$ cat config.mk
export PLATFORM = sky130hd
export DESIGN_NAME = dbg_gpr_access
export DESIGN_NICKNAME = d
export VERILOG_FILES = /design/src/rtl/dbg_gpr_access.sv
export SDC_FILE = /design/constraint.sdc
export NUM_CORES = 1
export LEC_CHECK = 0
export CORE_ASPECT_RATIO = 1.4
export CORE_MARGIN = 2
export CORE_UTILIZATION = 57
export CTS_CLUSTER_DIAMETER = 40
export CTS_CLUSTER_SIZE = 40
export DETAILED_ROUTE_END_ITERATION = 10
export DONT_BUFFER_PORTS = 1
export GPL_ROUTABILITY_DRIVEN = 1
export PLACE_DENSITY = 0.86
export SETUP_SLACK_MARGIN = 0.2
export SYNTH_ARGS = -nofsm -noshare
export SYNTH_HDL_FRONTEND = slang
export SYNTH_SLANG_ARGS = --single-unit
$ cat constraint.sdc
create_clock -name clk_i -period 2.4 [get_ports clk_i]
set_clock_uncertainty 0.05 [all_clocks]
set_input_delay 0.12 -clock clk_i [delete_from_list [all_inputs] [get_ports clk_i]]
set_output_delay 0.12 -clock clk_i [all_outputs]
set_load 0.01 [all_outputs]
$ cat src/rtl/dbg_gpr_access.sv
// Debug GPR access unit: halts the core, performs one register access, responds.
// Optional DBG_STICKY_HALT_EN keeps the halt request up between commands.
module dbg_gpr_access #(
  parameter int unsigned HALT_TIMEOUT = 256,
  parameter int unsigned TMO_W        = 16
) (
  input  logic        clk_i,
  input  logic        rst_i,
  input  logic        req_valid_i,
  output logic        req_ready_o,
  input  logic        req_write_i,
  input  logic [4:0]  req_addr_i,
  input  logic [31:0] req_wdata_i,
  output logic        resp_valid_o,
  input  logic        resp_ready_i,
  output logic [31:0] resp_rdata_o,
  output logic        resp_err_o,
  output logic        halt_req_o,
  input  logic        halted_i,
  input  logic        dbg_resume_i,
  output logic        jtag_en_o,
  output logic [4:0]  jtag_addr_o,
  output logic [31:0] jtag_data_o,
  input  logic [31:0] jtag_data_i
);

  typedef enum logic [1:0] {
    IDLE,
    HALT_WAIT,
    ACCESS,
    RESP
  } state_e;

  localparam logic [TMO_W-1:0] TMO = TMO_W'(HALT_TIMEOUT);

  state_e            state_q, state_d;
  logic              write_q, write_d;
  logic [4:0]        addr_q, addr_d;
  logic [31:0]       wdata_q, wdata_d;
  logic [31:0]       rdata_q, rdata_d;
  logic              err_q, err_d;
  logic [TMO_W-1:0]  cnt_q, cnt_d;
  logic              req_fire;
  logic              in_access;

  assign req_ready_o  = (state_q == IDLE) && !rst_i;
  assign req_fire     = req_valid_i && req_ready_o;
  assign in_access    = (state_q == ACCESS);
  assign resp_valid_o = (state_q == RESP);
  assign resp_rdata_o = rdata_q;
  assign resp_err_o   = err_q;
  assign jtag_en_o    = in_access && write_q && (addr_q != 5'd0) && !rst_i;
  assign jtag_addr_o  = in_access ? addr_q : 5'd0;
  assign jtag_data_o  = (in_access && write_q) ? wdata_q : 32'd0;

  // Next-state, command latch, timeout counter and response capture
  always_comb begin
    state_d = state_q;
    write_d = write_q;
    addr_d  = addr_q;
    wdata_d = wdata_q;
    rdata_d = rdata_q;
    err_d   = err_q;
    cnt_d   = cnt_q;
    unique case (state_q)
      IDLE: begin
        if (req_fire) begin
          write_d = req_write_i;
          addr_d  = req_addr_i;
          wdata_d = req_wdata_i;
          state_d = HALT_WAIT;
        end
      end
      HALT_WAIT: begin
        cnt_d = cnt_q + 1'b1;
        if (halted_i) begin
          state_d = ACCESS;
        end else if (cnt_d == TMO) begin
          state_d = RESP;
          err_d   = 1'b1;
          rdata_d = 32'd0;
        end
      end
      ACCESS: begin
        state_d = RESP;
        if (!write_q) begin
          rdata_d = (addr_q == 5'd0) ? 32'd0 : jtag_data_i;
        end
      end
      RESP: begin
        if (resp_ready_i) begin
          state_d = IDLE;
          cnt_d   = '0;
          rdata_d = 32'd0;
          err_d   = 1'b0;
        end
      end
      default: state_d = IDLE;
    endcase
  end

  // State and datapath registers
  always_ff @(posedge clk_i) begin
    if (rst_i) begin
      state_q <= IDLE;
      write_q <= 1'b0;
      addr_q  <= 5'd0;
      wdata_q <= 32'd0;
      rdata_q <= 32'd0;
      err_q   <= 1'b0;
      cnt_q   <= '0;
    end else begin
      state_q <= state_d;
      write_q <= write_d;
      addr_q  <= addr_d;
      wdata_q <= wdata_d;
      rdata_q <= rdata_d;
      err_q   <= err_d;
      cnt_q   <= cnt_d;
    end
  end

`ifdef DBG_STICKY_HALT_EN
  logic sticky_q, sticky_d;

  assign halt_req_o = (state_q != IDLE) || sticky_q;

  // Sticky halt: set on response, cleared by resume in IDLE unless a request wins
  always_comb begin
    sticky_d = sticky_q;
    if ((state_q == RESP) && resp_ready_i) begin
      sticky_d = 1'b1;
    end
    if ((state_q == IDLE) && dbg_resume_i && !req_fire) begin
      sticky_d = 1'b0;
    end
  end

  // Sticky halt register
  always_ff @(posedge clk_i) begin
    if (rst_i) begin
      sticky_q <= 1'b0;
    end else begin
      sticky_q <= sticky_d;
    end
  end
`else
  logic unused_resume;

  assign unused_resume = dbg_resume_i;
  assign halt_req_o    = (state_q != IDLE);
`endif

endmodule

### After elaboration in Yosys (flattened, before gate mapping)

Index checks and enable logic that the tools add are counted.

* input port bits: 76
* register bits: 89
* output and inout port bits: 74
* word-level logic and storage cells: 54

* mux-type cells: 19
* reductions and logical operators: 17
* add/subtract/negate cells: 1
* eq/ne operators: 10

Operators by type and width (count)
* $mux 32: 6
* $pmux 32 s3: 1
* $pmux 16 s2: 1
* $add 16x1->16 const B: 1
* $eq 16x9->1 const B: 1
* $mux 16: 1
* $mux 2: 4
* $ne 2x2->1 const B: 4
* $pmux 2 s4: 1
* $logic_and 1x1->1: 5
* $logic_not 5->1: 1
* $mux 5: 1
* $reduce_and 5->1: 1
* $reduce_bool 5->1: 1
* $eq 2x2->1 const B: 2
* $reduce_and 2->1: 2
* $reduce_and 4->1: 1
* $reduce_bool 2->1: 2
* $mux 1: 3
* $ne 3x3->1 const B: 1
* $reduce_and 3->1: 1
* $reduce_bool 3->1: 1
* $eq 2x1->1 const B: 1
* $logic_not 2->1: 1
* 3 further kinds: 3

### Depth between registers and ports, before layout

Gate-level depths: netlist of the first run.

* depth after elaboration: 5
* depth in mapped cells: 10
* depth with buffers taken out: 8

### Least setup slack after synthesis of the first run

No wires, ideal clock.

* path kind: register -> register
* from: register cnt_q[0]
* to: register rdata_q[0], in the netlist resp_rdata_o[0]
* arrival time: 2.332 ns
* path buffers: 2
* setup slack: -0.054 ns
* period minus slack after synthesis: 2.454 ns
* cell stages (with the launch flop): 11
* required time: 2.278 ns
* setup time: 0.072 ns
* cells stage by stage: dfxtp_1 -> ha_1 -> nand3_1 -> nor3_4 -> mux2_1 -> and4_1 -> nand3_1 -> nor2b_1 -> buf_6 -> buf_6 -> mux2i_1

* cells in the longest elaborated chain, start to end: 4

Ends and longest elaborated chain
* start, declared: line 42 `logic [TMO_W-1:0] cnt_q, cnt_d;`
* start signal, assigned: line 119 `cnt_q <= cnt_d;`
* $add 16x1->16: line 75 `cnt_d = cnt_q + 1'b1;`
* $eq 16x9->1: line 78 `end else if (cnt_d == TMO) begin`
* $ne 2x2->1 (no line)
* $reduce_and 5->1 (no line)
* end signal, assigned: line 117 `rdata_q <= rdata_d;`
* end, declared: line 40 `logic [31:0] rdata_q, rdata_d;`

Every way passes these cells.
A chain may end at the register's enable or synchronous reset.

### Worst setup path in the final report of the first run

* from: register cnt_q[6]
* to: register rdata_q[3], in the netlist resp_rdata_o[3]

Same word-level chain as after synthesis.

==> flow_summary.toml, run 1 <==
[global_route]
grt_max_degree = 94
grt.overflow.total = 0
grt_pass1_wl_mm = 22.4
antenna_found_initial = 0
grt_use_total_pct = 33.8
grt_pass1_vias = 4501

[synthesis]
synth-xor-area-share_pct = 0.989
muxShareOfSynthArea_pct = 7.94
ys_async_sr_fraction_pct = 0
synth_top_family_by_area = "simple AND/OR/NAND/NOR gates"
synth_flop_cell = "dfxtp_1"
synth-seq-area-share_pct = 40.2
syn_area_per_cell_um2 = 8.29
ys_types = 42
synth_cells = 534
synthAdderAreaFrac_pct = 1.98
synth_edf_count = 0
mappedNetlistArea_mm2 = 0.00443
ys.warnings.count = 0
ys_ff_latch = 89
synth_nets = 617
synth-compound-area-share_pct = 11.5
synthSimpleGateAreaFrac_pct = 32.3

[place]
hpwl_mm = 7.03
place_ws_ns = 0.0270
dpl-instance-area_mm2 = 0.00455
port_buffers = 0
place.gp.congestion = 0.881
dp.cells = 608

[setup_path]
critPathArrivalTime_ns = 2.66
r2r_start = "cnt_q[6]"
startpoint = "cnt_q[6]"
worstPathMaxFanout = 7
worstSetupPathType = "flip-flop to flip-flop"
start_kind = "flip-flop"
cp_data_required_time_ns = 2.66
crit_path_end_kind = "flip-flop"

[clock_network]
clkLatencyLatePin_ns = 0.39
cts_root_buffer = "clkbuf_8"
clk_pin_slew_ns = 0.09
cts_tree = "built"
cts_sinks = 89
cts_buffers = 9
clk_path_buf_depth = 2
cts_max_level = 3

[drt]
avgRoutedWirePerCell_um = 23.1
drt_iter0_markers = 654
drtPass1Iterations = 6
vias = 4713
drc_errors = 0
ant_nets = 0
drt_wl_total_mm = 16.6
vias_per_cell = 6.55

[floorplanning]
core_area_mm2 = 0.00765
die-area_mm2 = 0.00850
rows = 38
start_util_pct = 57.8
die-width_um = 78.5
num_io_pins = 150
die-height_um = 108

[power_and_ir_drop]
p_total_mw = 4.57
powerDensity_mw_per_mm2 = 766
vdd_drop_max_v = 0.000669
p_leak_nw = 2.44

[run_status]
status = "completed"

[cells_and_area]
multi_input_area_mm2 = 0.00260
drive_above_1_share_pct = 15.2
final_area_mm2 = 0.00596
area_growth_pct = 34.7
final-seq-area_mm2 = 0.00182
fillers = 362
nets = 696
layout.cells.non_filler = 719

[sta]
post-route-period-util_pct = 99.9
drv_slew = 0
setup_slack_ns = 0.00275
worst_slew_pin_slew_ns = 0.621
min_period_ns = 2.40
fmax_mhz = 417
hold_viol = 0
maxSlewHeadroom_pct = 58.3
setup_viol = 0
rsz0062_at_grt = "yes"

[flow_run]
maxCapViolations = 0

[min_path]
worst_hold_startpoint = "resp_ready_i"
hold_path.class = "primary input to flip-flop"
-- layout by cell type (no fill, tap or decap), types with 10 or more instances in the layout --
cell type	n
nand2_1	78
dfxtp_1	78
nand2b_1	74
dlygate4sd3_1	72
o21ai_0	53
and3_1	33
mux2i_1	30
buf_4	22
a21oi_1	18
nor2_1	14
nand4_1	10
-- registers in the layout (all words and copies together) (netlist names) --
name and flops:
addr_q 5, cnt_q 16, resp_err_o 1, resp_rdata_o 32, state_q 2, wdata_q 32
write_q 1
-- cells in the mapped netlist (2+ instances only) --
master     instances  share of area (%)
xnor2_1            4               0.79
and4_1             3               0.59
buf_6              4                1.0
or4_1              2               0.34
a41oi_1            2               0.40
a211oi_1           3               0.51
and2_1             6               0.85
a21oi_1           18                2.0
dfxtp_1           89                 40
inv_1              6               0.51
nand2b_1          74                 10
or3_1              9                1.3
a21o_1             4               0.68
a2111oi_0          3               0.59
nand4_1           10                1.4
nand2_1           79                6.7
ha_1               7                2.0
nor3_1             3               0.34
and3_1            33                4.7
nor4_2             2               0.57
buf_2              4               0.45
nand3_1            8               0.90
a311oi_1           3               0.59
clkbuf_1          32                2.7
nor2b_1            9                1.3
buf_4              2               0.34
o21ai_0           53                6.0
mux2i_1           34                7.7
nor2_1            15                1.3
-- per-stage QoR --
stage	hold slack (ns)	utilization [%]	setup TNS [ns]
5_1_grt	0.0665	77.9	-0.268
6_report	0.0475	77.9	0
2_1_floorplan	0.179	-	0
4_1_cts	0.0359	74.7	0
3_3_place_gp	0.146	59.5	0
3_5_place_dp	0.146	59.5	0
-- critical path: stages, from the launching register on --
cell and delay (ns):
dfxtp_4 0.40, buf_4 0.17, and4_4 0.26, nand3_2 0.12, mux2i_2 0.29, and4_1 0.28, nand3_2 0.09, nor2b_4 0.16
buf_12 0.14, clkbuf_16 0.16, mux2i_1 0.19
-- kinds of logic after synthesis --
kind of cell	count (synthesis)
AND/OR/NAND/NOR	260
buffers and inverters	48
flip-flops	89
AO/OA/AOI/OAI	90
multiplexers	35
XOR/XNOR	5
adder cells (fa/ha/maj)	7
-- metal layers --
layer / wire length, µm / share of wire (%) / vias up / global-route usage (%)
met4: 1340 / 8.1 / 0 / 20.6
met2: 8100 / 49 / 411 / 58.2
li1: - / - / 1976 / -
met5: 0 / 0 / - / 0
met3: 1660 / 10 / 150 / 9.43
met1: 5520 / 33 / 2176 / 36.9
-- layout make-up --
| class | count | share of cell area, % |
|---|---|---|
| Tap cell | 100 | 2.10 |
| Inverter | 6 | 0.378 |
| Sequential cell | 89 | 30.4 |
| Timing Repair Buffer | 110 | 19.7 |
| Multi-Input combinational cell | 397 | 43.6 |
| Clock buffer | 9 | 2.08 |
| Clock inverter | 7 | 1.57 |
| Antenna cell | 1 | 0.0420 |
-- where the power goes --
part	total [mW]	switching, mW	internal (mW)
clock network	1.18	0.590	0.586
registers	1.77	0.129	1.64
logic	1.62	0.838	0.782
-- repair_timing --
item,CTS,global route
gates cloned,2,2
setup buffers,9,8
setup endpoints to repair,34,36
gates resized for setup,18,35
endpoints found under the hold margin,89,0
pin swaps,5,15
hold buffers,73,0
-- path summary, 6_finish.rpt --
| check | cells after the start | end | slack [ns] |
|---|---|---|---|
| max | 10 | resp_rdata_o[3] | 0.003 |
| min | 2 | cnt_q[13] | 0.05 |
| max reg2reg | 10 | resp_rdata_o[3] | 0.003 |
| min reg2reg | 2 | wdata_q[10] | 0.42 |
(Power assumes the default switching activity.)
==> run 2, diff against run 1 <==
--- a/config.mk
+++ b/config.mk
@@ -5,7 +5,7 @@
 export SDC_FILE = /design/constraint.sdc
 export NUM_CORES = 1
 export LEC_CHECK = 0
-export CORE_ASPECT_RATIO = 1.4
+export CORE_ASPECT_RATIO = 1.2
 export CORE_MARGIN = 2
 export CORE_UTILIZATION = 57
 export CTS_CLUSTER_DIAMETER = 40
==> flow_summary.toml, run 2 (synthesized netlist as in run 1, its figures left out) <==
[place]
hpwl_mm = 6.67
port_buffers = 0
dp.cells = 600
place.gp.congestion = 0.844

[setup_path]
cp_cell_sequence = "nand4_4, nor3_4, mux2_4, and4_1, nand3_1, nor2b_4, buf_12, clkbuf_16, mux2i_1"
worstPathMaxFanout = 9
crit_path_end_kind = "flip-flop"
worstSetupPathType = "flip-flop to flip-flop"
critPathArrivalTime_ns = 2.57
cp_data_required_time_ns = 2.64
startpoint = "cnt_q[5]"
r2r_start = "cnt_q[5]"
slowest_delay_ns = 0.43
crit_family = "simple AND/OR/NAND/NOR gates"
start_kind = "flip-flop"
crit_buf_inv = 2
crit_slowest_cell = "dfxtp_4"

[clock_network]
cts_buffers = 9
clk_path_buf_depth = 2
cts_sinks = 89
clkLatencyLatePin_ns = 0.38
cts_max_level = 3
clk_pin_slew_ns = 0.09
cts_root_buffer = "clkbuf_8"
cts_tree = "built"

[global_route]
grt_max_degree = 94
antenna_found_initial = 0
grt_pass1_vias = 4269
grt.overflow.total = 0
grt_pass1_wl_mm = 20.8
grt_use_total_pct = 30.7

[power_and_ir_drop]
powerDensity_mw_per_mm2 = 732
p_leak_nw = 2.38
vdd_drop_max_v = 0.000607

[drt]
vias = 4622
ant_nets = 0
avgRoutedWirePerCell_um = 22.2
drt_wl_total_mm = 15.7
vias_per_cell = 6.55
drtPass1Iterations = 6
drt_iter0_markers = 464
drc_errors = 0

[cells_and_area]
drive_above_1_share_pct = 14.3
layout.cells.non_filler = 706
nets = 692
final_common_cell = "nand2_1"
final_cell_mix = "nand2_1, dfxtp_1, nand2b_1"
fillers = 418
diodes = 0
area_growth_pct = 31.4
finalCoreUtilization_pct = 76.4

[sta]
post-route-period-util_pct = 97.4
drv_slew = 0
worst_slew_pin_slew_ns = 0.637
setup_viol = 0
fmax_mhz = 428
min_period_ns = 2.34
holdWs_ns = 0.0745
hold_viol = 0
maxSlewHeadroom_pct = 56.5
rsz0062_at_grt = "yes"

[floorplanning]
die-width_um = 84.4
die-area_mm2 = 0.00849
start_util_pct = 58.1
die-height_um = 101
num_io_pins = 150
core_area_mm2 = 0.00762
rows = 35

[flow_run]
maxCapViolations = 0

[min_path]
hold_path.class = "primary input to flip-flop"
worst_hold_startpoint = "halted_i"

[run_status]
status = "completed"
-- run 2: cell count changes in the layout (fill, tap and decap cells not counted), sizes merged --
cell    previous run  this run
diode              1         0
clkinv             2         3
clkbuf            11        10
buf               36        33
bufinv             2         0
inv                7         8
-- run 2: path summary, 6_finish.rpt --
kind	end	slack, ns	cells past startpoint
max	resp_rdata_o[27]	0.06	9
max reg2reg	resp_rdata_o[27]	0.06	9
min reg2reg	wdata_q[9]	0.43	2
min	state_q[0]	0.07	3
-- run 2: final cells by class --
cell class                 instances  area, µm²  area share, %
timing repair buffer             106       1100           18.9
sequential                        89       1820           31.2
inverter                           6       22.5          0.387
clock inverter                     7       53.8          0.925
tap                               92        115           1.98
multi-input combinational        397       2580           44.4
clock buffer                       9        124           2.13
-- run 2: metal layers --
layer  up-vias  GRT usage [%]  wire length, µm  part of all wire, %
met2       387           55.9             7890                   50
met4         0           15.5             1190                  7.6
met1      2145           32.4             5220                   33
met5         -              0                0                    0
met3       117           8.44             1360                  8.7
li1       1973              -                -                    -
-- run 2: through the flow --
step	TNS [ns]	setup WS, ns	cell area, µm²	total power [mW]
after CTS	0	0.179	5620	4.00
final	0	0.0614	5820	4.26
after global routing	-0.0177	-0.0177	5820	4.39
after detailed placement	0	0.0207	4530	2.75
after global placement	0	0.149	4530	2.71
after floorplan	0	0.222	4450	2.55
-- run 2: timing repair --
item,in CTS,in global routing
resized for setup,14,34
cloned,2,1
setup endpoints to repair,33,36
endpoints found under the hold margin,89,0
buffers inserted,9,5
hold buffers,73,0
pin swaps,5,12
-- run 2: tightest hold or removal path, cell delays in order --
cell     delay [ns]
nor2b_1        0.03
a21o_1         0.21
o32ai_2        0.09
-- run 2: power breakdown --
part / switching (mW) / internal (mW)
registers: 0.130 / 1.64
clock network: 0.587 / 0.385
logic: 0.819 / 0.694
total: 1.54 / 2.72
==> run 3, diff against run 2 <==
--- a/config.mk
+++ b/config.mk
@@ -7,13 +7,13 @@
 export LEC_CHECK = 0
 export CORE_ASPECT_RATIO = 1.2
 export CORE_MARGIN = 2
-export CORE_UTILIZATION = 57
+export CORE_UTILIZATION = 29
 export CTS_CLUSTER_DIAMETER = 40
 export CTS_CLUSTER_SIZE = 40
 export DETAILED_ROUTE_END_ITERATION = 10
 export DONT_BUFFER_PORTS = 1
 export GPL_ROUTABILITY_DRIVEN = 1
-export PLACE_DENSITY = 0.86
+export PLACE_DENSITY = 0.55
 export SETUP_SLACK_MARGIN = 0.2
 export SYNTH_ARGS = -nofsm -noshare
 export SYNTH_HDL_FRONTEND = slang
==> flow_summary.toml, run 3 (synthesized netlist as in run 1, its figures left out) <==
[cells_and_area]
final-seq-area_mm2 = 0.00181
fillers = 1472
drive_above_1_share_pct = 12.5
multi_input_area_mm2 = 0.00255
nets = 688
final_common_cell = "dfxtp_1"
final_cell_mix = "dfxtp_1, nand2_1, nand2b_1"
diodes = 0
area_growth_pct = 36.3
finalCoreUtilization_pct = 40.3
layout.cells.non_filler = 814

[drt]
drt_wl_total_mm = 12.3
drt_iter0_markers = 157
drtPass1Iterations = 4
ant_nets = 0
vias = 3976
vias_per_cell = 4.88
avgRoutedWirePerCell_um = 15.1
drc_errors = 0

[place]
port_buffers = 0
place.gp.congestion = 0.785
hpwl_mm = 7.32
dp.cells = 713

[sta]
post-route-period-util_pct = 91.6
maxSlewHeadroom_pct = 61.9
min_period_ns = 2.20
fin_setup_tns_ns = 0
worst_slew_pin_slew_ns = 0.567
fmax_mhz = 455
setup_viol = 0
drv_slew = 0
hold_viol = 0
rsz0062_at_grt = "yes"

[global_route]
grt.overflow.total = 0
grt_max_degree = 94
grt_use_total_pct = 15.6
grt_pass1_vias = 4077
antenna_found_initial = 0
grt_pass1_wl_mm = 20.2

[clock_network]
clk_path_buf_depth = 2
clk_pin_slew_ns = 0.06
clkLatencyLatePin_ns = 0.34
cts_max_level = 3
cts_tree = "built"
cts_root_buffer = "clkbuf_16"
cts_buffers = 9
cts_sinks = 89

[run_status]
status = "completed"

[setup_path]
start_kind = "flip-flop"
crit_path_end_kind = "flip-flop"
worstSetupPathType = "flip-flop to flip-flop"
critPathArrivalTime_ns = 2.41
cp_data_required_time_ns = 2.61
worstPathMaxFanout = 8

[floorplanning]
start_util_pct = 29.6
rows = 49
die-area_mm2 = 0.0163
die-width_um = 117
core_area_mm2 = 0.0150
num_io_pins = 150
die-height_um = 139

[flow_run]
maxCapViolations = 0

[min_path]
hold_path.class = "primary input to flip-flop"

[power_and_ir_drop]
p_leak_nw = 2.43
vdd_drop_max_v = 0.000289
powerDensity_mw_per_mm2 = 782
[run 3: worst max-delay path, stage by stage (launching register included)]
cell and delay [ns]:
dfxtp_4 0.39, ha_4 0.15, nand3_4 0.11, nor3_4 0.16
mux2_4 0.32, and4_1 0.20, nand3_2 0.07, nor2b_4 0.15
buf_6 0.15, buf_16 0.15, mux2i_1 0.21
[run 3: metal layers]
layer  up-vias  GRT usage, %  routed length (µm)
met5         -             0                   0
met4         0          6.93                 348
met3        25          4.62                 617
met2       108          25.6                6110
met1      1883          18.7                5220
li1       1960             -                   -
[run 3: layout make-up]
type / count / share of cell area (%)
inverter: 6 / 0.373
clock buffer: 10 / 3.96
sequential: 89 / 30.0
clock inverter: 6 / 1.51
timing repair buffer: 102 / 17.7
tap: 204 / 4.23
multi-input combinational: 397 / 42.2
[run 3: worst paths after layout]
path / startpoint / endpoint / slack (ns) / cells past startpoint
worst min-delay path: halted_i / state_q[0] / 0.09 / 3
worst max register to register: cnt_q[1] / resp_rdata_o[4] / 0.20 / 10
worst min register to register: wdata_q[25] / wdata_q[25] / 0.42 / 2
worst max-delay path: cnt_q[1] / resp_rdata_o[4] / 0.20 / 10
[run 3: report_power, final]
group | leakage, nW | internal (mW) | total [mW] | switching [mW]
clock | 0.151 | 0.942 | 1.55 | 0.607
sequential | 0.731 | 1.64 | 1.76 | 0.116
combinational | 1.55 | 0.674 | 1.41 | 0.735
[run 3: stage by stage]
step | hold WS (ns) | cell area, µm² | setup WS [ns] | total power [mW]
floorplan | 0.179 | 4450 | 0.222 | 2.55
detailed placement | 0.159 | 4680 | 0.0407 | 2.77
CTS | 0.0820 | 5960 | 0.157 | 4.77
finish | 0.0913 | 6030 | 0.202 | 4.72
global route | 0.117 | 6030 | 0.0837 | 4.98
global placement | 0.155 | 4680 | 0.0925 | 2.73
[run 3: what timing repair did]
action                                  4_1_cts  5_1_grt
endpoints found under the setup margin       33       36
hold buffers                                 73        0
buffers inserted                              8        1
endpoints found under the hold margin        89        0
resized for setup                            20       14
cloned                                        3        0
pin swaps                                     6        5
